[src/rtl/act_pkg.sv]
// Shared definitions for the activation deserializer and the FC layers that consume its vectors.
package act_pkg;

  localparam int unsigned ACT_WIDTH = 8;
  localparam int unsigned ACT_IN    = 128;

  typedef enum logic [1:0] {
    FILL,
    PAD,
    HOLD
  } state_t;

  function automatic int unsigned idx_w(input int unsigned n);
    return (n > 1) ? $clog2(n) : 1;
  endfunction

  localparam int unsigned IDX_W = idx_w(ACT_IN);

endpackage

[src/rtl/act_deserializer.sv]
// Serial-to-parallel activation collector: fills an IN-entry vector beat by beat,
// zero-pads short frames, and holds the vector under a valid/ready handshake.
module act_deserializer
  import act_pkg::*;
#(
  parameter int unsigned WIDTH = ACT_WIDTH,
  parameter int unsigned IN    = ACT_IN
) (
  input  logic             clk,
  input  logic             rst_n,
  input  logic             s_valid,
  output logic             s_ready,
  input  logic [WIDTH-1:0] s_data,
  input  logic             s_last,
  output logic             m_valid,
  input  logic             m_ready,
  output logic [WIDTH-1:0] m_data [0:IN-1],
  output logic             frame_err
);

  localparam int unsigned   IW   = idx_w(IN);
  localparam logic [IW-1:0] LAST = IW'(IN - 1);

  state_t           state, state_nx;
  logic [IW-1:0]    idx, idx_nx;
  logic             err_nx;
  logic             s_ready_q;
  logic             wr_en;
  logic [WIDTH-1:0] wr_val;
  logic [IN-1:0]    wr_sel;

  assign s_ready = s_ready_q;
  assign m_valid = (state == HOLD);
  assign wr_sel  = wr_en ? (IN'(1) << idx) : '0;

  always_comb begin
    state_nx = state;
    idx_nx   = idx;
    err_nx   = 1'b0;
    wr_en    = 1'b0;
    wr_val   = '0;
    case (state)
      FILL: begin
        if (s_valid && s_ready) begin
          wr_en  = 1'b1;
          wr_val = s_data;
          // idx saturates at the last slot so it never leaves the FILL/PAD range
          if (idx == LAST) begin
            state_nx = HOLD;
            err_nx   = !s_last;
          end else begin
            idx_nx = idx + 1'b1;
            if (s_last) begin
              err_nx   = 1'b1;
              state_nx = PAD;
            end
          end
        end
      end
      PAD: begin
        wr_en = 1'b1;
        if (idx == LAST) state_nx = HOLD;
        else             idx_nx   = idx + 1'b1;
      end
      HOLD: begin
        if (m_ready) begin
          idx_nx   = '0;
          state_nx = FILL;
        end
      end
      default: begin
        idx_nx   = '0;
        state_nx = FILL;
      end
    endcase
  end

  // s_ready is a register of the next state, so it never depends combinationally on m_ready/s_valid
  always_ff @(posedge clk or negedge rst_n) begin
    if (!rst_n) begin
      state     <= FILL;
      idx       <= '0;
      s_ready_q <= 1'b0;
      frame_err <= 1'b0;
    end else begin
      state     <= state_nx;
      idx       <= idx_nx;
      s_ready_q <= (state_nx == FILL);
      frame_err <= err_nx;
    end
  end

  always_ff @(posedge clk or negedge rst_n) begin
    if (!rst_n) begin
      for (int unsigned i = 0; i < IN; i++) m_data[i] <= '0;
    end else begin
      for (int unsigned i = 0; i < IN; i++) begin
        if (wr_sel[i]) m_data[i] <= wr_val;
      end
    end
  end

endmodule

[config.mk]
export PLATFORM = sky130hd
export DESIGN_NAME = act_deserializer
export DESIGN_NICKNAME = d
export VERILOG_FILES = /design/src/rtl/act_pkg.sv /design/src/rtl/act_deserializer.sv
export SDC_FILE = /design/constraint.sdc
export NUM_CORES = 1
export LEC_CHECK = 0
export BUFFER_PORTS_ARGS = -buffer_cell sky130_fd_sc_hd__buf_4
export CAP_MARGIN = 20
export CORE_AREA = 2 2 409 411
export CTS_BUF_LIST = sky130_fd_sc_hd__clkbuf_4
export DETAILED_ROUTE_END_ITERATION = 16
export DIE_AREA = 0 0 411 413
export SLEW_MARGIN = 40
export SYNTH_ARGS = -nofsm -noshare
export SYNTH_HDL_FRONTEND = slang
export SYNTH_SLANG_ARGS = --single-unit
[constraint.sdc]
create_clock -name clk -period 5.45 [get_ports clk]
set_input_delay 0.545 -clock clk [delete_from_list [all_inputs] [get_ports clk]]
set_output_delay 0.545 -clock clk [all_outputs]
set_load 0.05 [all_outputs]
; After elaboration in Yosys (flattened, before gate mapping)
; Index checks and enable logic that the tools add are counted.
[word_totals]
register_bits = 1035
latchBits = 0
ramBits = 0
mem_bits_ro = 0
wordCells = 163
n_memories = 0
[op_classes]
addsub = 1
multipliers = 0
div_mod_pow = 0
magnitude_cmp = 0
n_eq_ne = 5
shifts = 1
n_mux = 19
bitwise = 0
reduce_logical = 5
[op_table]
columns = operator, count
row1 = two-way mux 128 bit, 1
row2 = "left shift 1 x 7 -> 128 bit, first input constant", 1
row3 = two-way mux 7 bit, 3
row4 = one-hot mux 7 bit (3 select lines), 1
row5 = two-way mux 8 bit, 2
row6 = two-way mux 2 bit, 5
row7 = "adder 7 x 1 -> 7 bit, second input constant", 1
row8 = "== test 7 bit, second input constant", 1
row9 = one-hot mux 2 bit (3 select lines), 1
row10 = two-way mux 1 bit, 5
row11 = zero test 2 bit, 2
row12 = "== test 2 x 1 -> 1 bit, second input constant", 1
row13 = "== test 2 bit, second input constant", 1
row14 = "!= test 2 x 1 -> 1 bit, second input constant", 1
row15 = "!= test 2 bit, second input constant", 1
row16 = one-hot mux 1 bit (2 select lines), 1
row17 = AND reduction 2 bit, 1
row18 = logical AND 1 bit, 1
row19 = zero test 1 bit, 1

; Longest topological paths before layout
[depth]
word_depth = 5
depth_mapped = 8
mapped_depth_nobuf = 5

; Worst setup path before layout
; OpenSTA, ideal clock, no wires.
[synth_path]
kind = reg2reg
startpoint = register s_ready_q, in the netlist s_ready
endpoint = register m_data[592] in the netlist's numbering
arrival_time_ns = 2.227
required_time_ns = 5.325
path_slack_ns = 3.098
path_stages_with_launch = 8
cell_sequence = dfrtp_1 -> a21o_1 -> buf_6 -> or4b_1 -> buf_6 -> buf_12 -> nor2_8 -> mux2_4
[synth_between]
elab_chain_len = 4
elab_cells_between_ends = 6
[synth_rtl]
columns = item, line_no
row1 = from (decl), act_deserializer.sv:27  ; logic s_ready_q;
row2 = from (signal assigned), act_deserializer.sv:88  ; s_ready_q <= (state_nx == FILL);
row3 = logical AND 1 bit (*), act_deserializer.sv:44  ; if (s_valid && s_ready) begin
row4 = two-way mux 1 bit, act_deserializer.sv:44
row5 = one-hot mux 1 bit (2 select lines), act_deserializer.sv:42  ; case (state)
row6 = two-way mux 128 bit, act_deserializer.sv:34  ; assign wr_sel = wr_en ? (IN'(1) << idx) : '0;
row7 = "to (signal, indexed assignment)", act_deserializer.sv:98  ; if (wr_sel[i]) m_data[i] <= wr_val;
row8 = to (decl), act_deserializer.sv:17  ; output logic [WIDTH-1:0] m_data [0:IN-1],
; Mark *: on every way between the ends. The rest lies on a longest branch, timed or not.
; A chain may end at the register's enable or synchronous reset.

; Worst setup path after layout
[layout_path]
startpoint = register state[1]
endpoint = output port m_valid
[layout_between]
elab_chain_len = 1
[layout_rtl]
columns = item, line_no
row1 = from (decl), act_deserializer.sv:24  ; state_t state, state_nx;
row2 = from (signal assigned), act_deserializer.sv:86  ; state <= state_nx;
row3 = == test 2 bit, act_deserializer.sv:33  ; assign m_valid = (state == HOLD);
row4 = to (decl), act_deserializer.sv:15  ; output logic m_valid,
; Every way passes these cells.

==> metrics.md <==
| Metric | Value |
|---|---|
| Number of remaining DRC errors | 0 |
| EDFF count, synth | 0 |
| Ports | 1040 |
| Combinational family with the most area after synthesis | multiplexers |
| Worst Path Arrival | 2.66 ns |
| Cell taking the most area after synthesis | dfrtp_1 |
| Top_reg_cell synth | dfrtp_1 |
| Final non-filler cell total | 6108 |
| Async set-reset flop share out of synthesis | 1.000 |
| Routed WL | 152000 um |
| Slew Limit Fails | 0 |
| PD cells | 335.7 nW/um2 |
| Root Driver | clkbuf_4 |
| Crit. End Element | output port |
| Main area contributors after synthesis | dfrtp_1 (66%), mux2_2 (29%), nor2_2 (1.3%) |
| Most frequent cell after synthesis | dfrtp_1 |
| WS Path Type | register to output port |
| Inserted Clock Buffers | 304 |
| Antenna-violating nets left | 0 |
| Yosys warning total | 0 |
| Period utilization | 0.5884 |
| P&R area growth vs syn | 37.46% |
| Synth Area in XOR/XNOR | 0.0002219 |
| Die Ht | 413 um |
| Hold Path End | m_data[19] |
| Detailed Place HPWL | 101700 um |
| Compound-gate portion of the synthesized area | 0.003486 |
| Final setup TNS | 0 ns |
| Final Hold Fails | 0 |
| Flops & latches, synth | a little over 1000 |
| Flop2flop setup slack | 2.42 ns |
| Leak | 28.71 nW |
| First-pass GRT wire length | 209500 um |
| Top Metal Used | met5 |
| WL per Instance | approximately 25 um |
| Met3 Wirelength | 11710 um |
| Fin crit period | 3.207 ns |
| Met2 WL | 75330 um |
| Placed cells | between 5000 and 6000 |
| # clock sinks | slightly above 1000 |
| Syn Inst Count | 2422 |
| Post-Synth Adder-Cell Area | 0.001902 |
| Port Buffer Count | 1039 |
| GR Overflow Total | 0 |
| CTS max path bufs | 4 |
| GPL Wtd Cong | between 0.7 and 0.8 |
| Core area | 165900 um2 |
| Worst Hold Launch | s_data[3] |
| Post-synth cell types | 45 |
| Top-area cell type share of the netlist area | 0.6561 |
| Synth Area per Inst | 16.30 um2 |
| H-tree Lvls | 5 |
| Mux share of post-synthesis cell area | 0.2931 |
| Vias per Instance | 4.318 |
| Initial Utilization | 0.2379 |
| Largest net degree at the start of global routing | 151 |
| RSZ-0062 raised after global routing | no |
| R2r endpoint | m_data[538] |
| Launching element type of the critical path | register |
| GRT Total Usage | 0.1736 |
| Die width | 411 um |
| Later-pin clock latency in the skew report | between 1 and 1.5 ns |
| Post-Route M1 WL | around 60000 um |
| Simple-gate share of the synthesized area | 0.03043 |
| Via count | between 20000 and 30000 |
| Final setup vio count | 0 |
| Worst-Margin Slew | 0.9034 ns |
| Layout Skew | between 0.08 and 0.09 ns |
| Rel. slew slack | 0.3977 |
| Crit. Startpoint | state[1] |
| Largest vdd supply drop | between 0.2 and 0.25 mV |
| Register area share after synthesis | 0.6561 |
| Die footprint | 169700 um2 |
| Syn Nets | 2441 |
| Fmax | 311.8 MHz |
| # nets final | 3720 |
| Vias in the first global route | ~28000 |
| DR iter-0 viols | around 1300 |
| Cell count of the worst reg-to-reg path | 5 |
| Status | completed |
| Max cap viols | 0 |
| Hold depth | 4 |
| Hold Crit Class | primary input to register |
| TritonRoute pass-1 iters | 5 |
| # rows | 150 |
| Most frequent cells after synthesis | dfrtp_1 (1035), mux2_2 (1010), clkbuf_1 (115) |
| CP Data Required Time | 4.91 ns |
| Mapped Area | between 30000 and 40000 um2 |
| Crit-path max FO | 16 |
| Reg2reg start | idx[0] |
| CTS tree | yes |
| Layout cells sized above 1 | 0.6958 |
| Initial antenna violation count | 6 |
| Clock slew at reported path FFs | 0.07 ns |
[sequential cells by signal, summed over array words and instances, names as in the netlist]
signal     flops
m_data      1024
state          2
idx            7
s_ready        1
frame_err      1
[report_power, final]
part           internal, mW  switching [mW]  total (mW)
clock                  3.90            3.35        7.24
sequential             7.91           0.184        8.10
combinational         0.731            2.15        2.88
total                  12.5            5.68        18.2
[per-stage QoR]
step	hold slack, ns	power (mW)	cell area (um2)	worst slack (ns)	utilization
2_1_floorplan	0.2494	9.828	39480	3.098	-
6_report	0.3691	18.22	54260	2.243	0.3271
5_1_grt	0.1655	19.14	54260	1.990	0.3271
3_3_place_gp	0.4723	11.10	50090	1.411	0.3019
3_5_place_dp	0.4798	11.19	50270	2.295	0.3030
4_1_cts	0.07690	18.62	54150	2.017	0.3264
[kinds of logic after synthesis]
kind of cell	after synthesis
fa+ha+maj	6
compound gates	20
xor+xnor	1
buf+inv	141
simple gates	194
flops	1035
mux	1025
[worst max-delay path by stage]
stage,end,slack [ns]
3_3_place_gp,m_data[429],1.41
3_5_place_dp,m_data[105],2.29
5_1_grt,m_valid,1.99
6_report,m_valid,2.24
2_1_floorplan,m_data[592],3.10
4_1_cts,m_valid,2.02
[cell usage in the layout (no fill, tap or decap), drive strengths merged, types with 2 or more instances in the layout]
cell and instances:
buf 1090, dfrtp 1035, mux2 1024, clkbuf 453
nor2 134, clkinv 41, dlygate4sd3 19, nand2 19
and2 10, diode 9, nand3 8, inv 7
ha 6, o21ai 4, nor2b 4, nor3 4
and3 3, a21oi 3, nand4b 3, nand4 3
bufinv 3, a31oi 2, o31ai 2, nand2b 2
[final cells by class]
cell class              instances  area [um2]
fillers                     16605      111600
flip-flops and latches       1035       25900
multi-input cells            1246       13190
repair buffers               1109        8706
clock buffers                 453        3401
well taps                    2204        2758
clock inverters                47       265.3
diodes                          9       22.52
inverters                       5       18.77
[routing by layer]
layer / up-vias / track usage
li1: 11259 / -
met3: 249 / 0.06036
met1: 13817 / 0.1999
met2: 1046 / 0.2904
met4: 2 / 0.07793
met5: - / 0
[repair_timing]
action                                 in CTS  in global routing
endpoints found under the hold margin    1286                  0
setup buffers                               0                  0
resized for setup                           0                  0
hold buffers                               20                  0
[worst max-delay path: stages, from the launching register on]
cell	delay (ns)
dfrtp_1	0.67
inv_1	0.33
nor2_1	0.20
buf_4	0.24
Note: power is estimated with default switching activity, not from simulation.
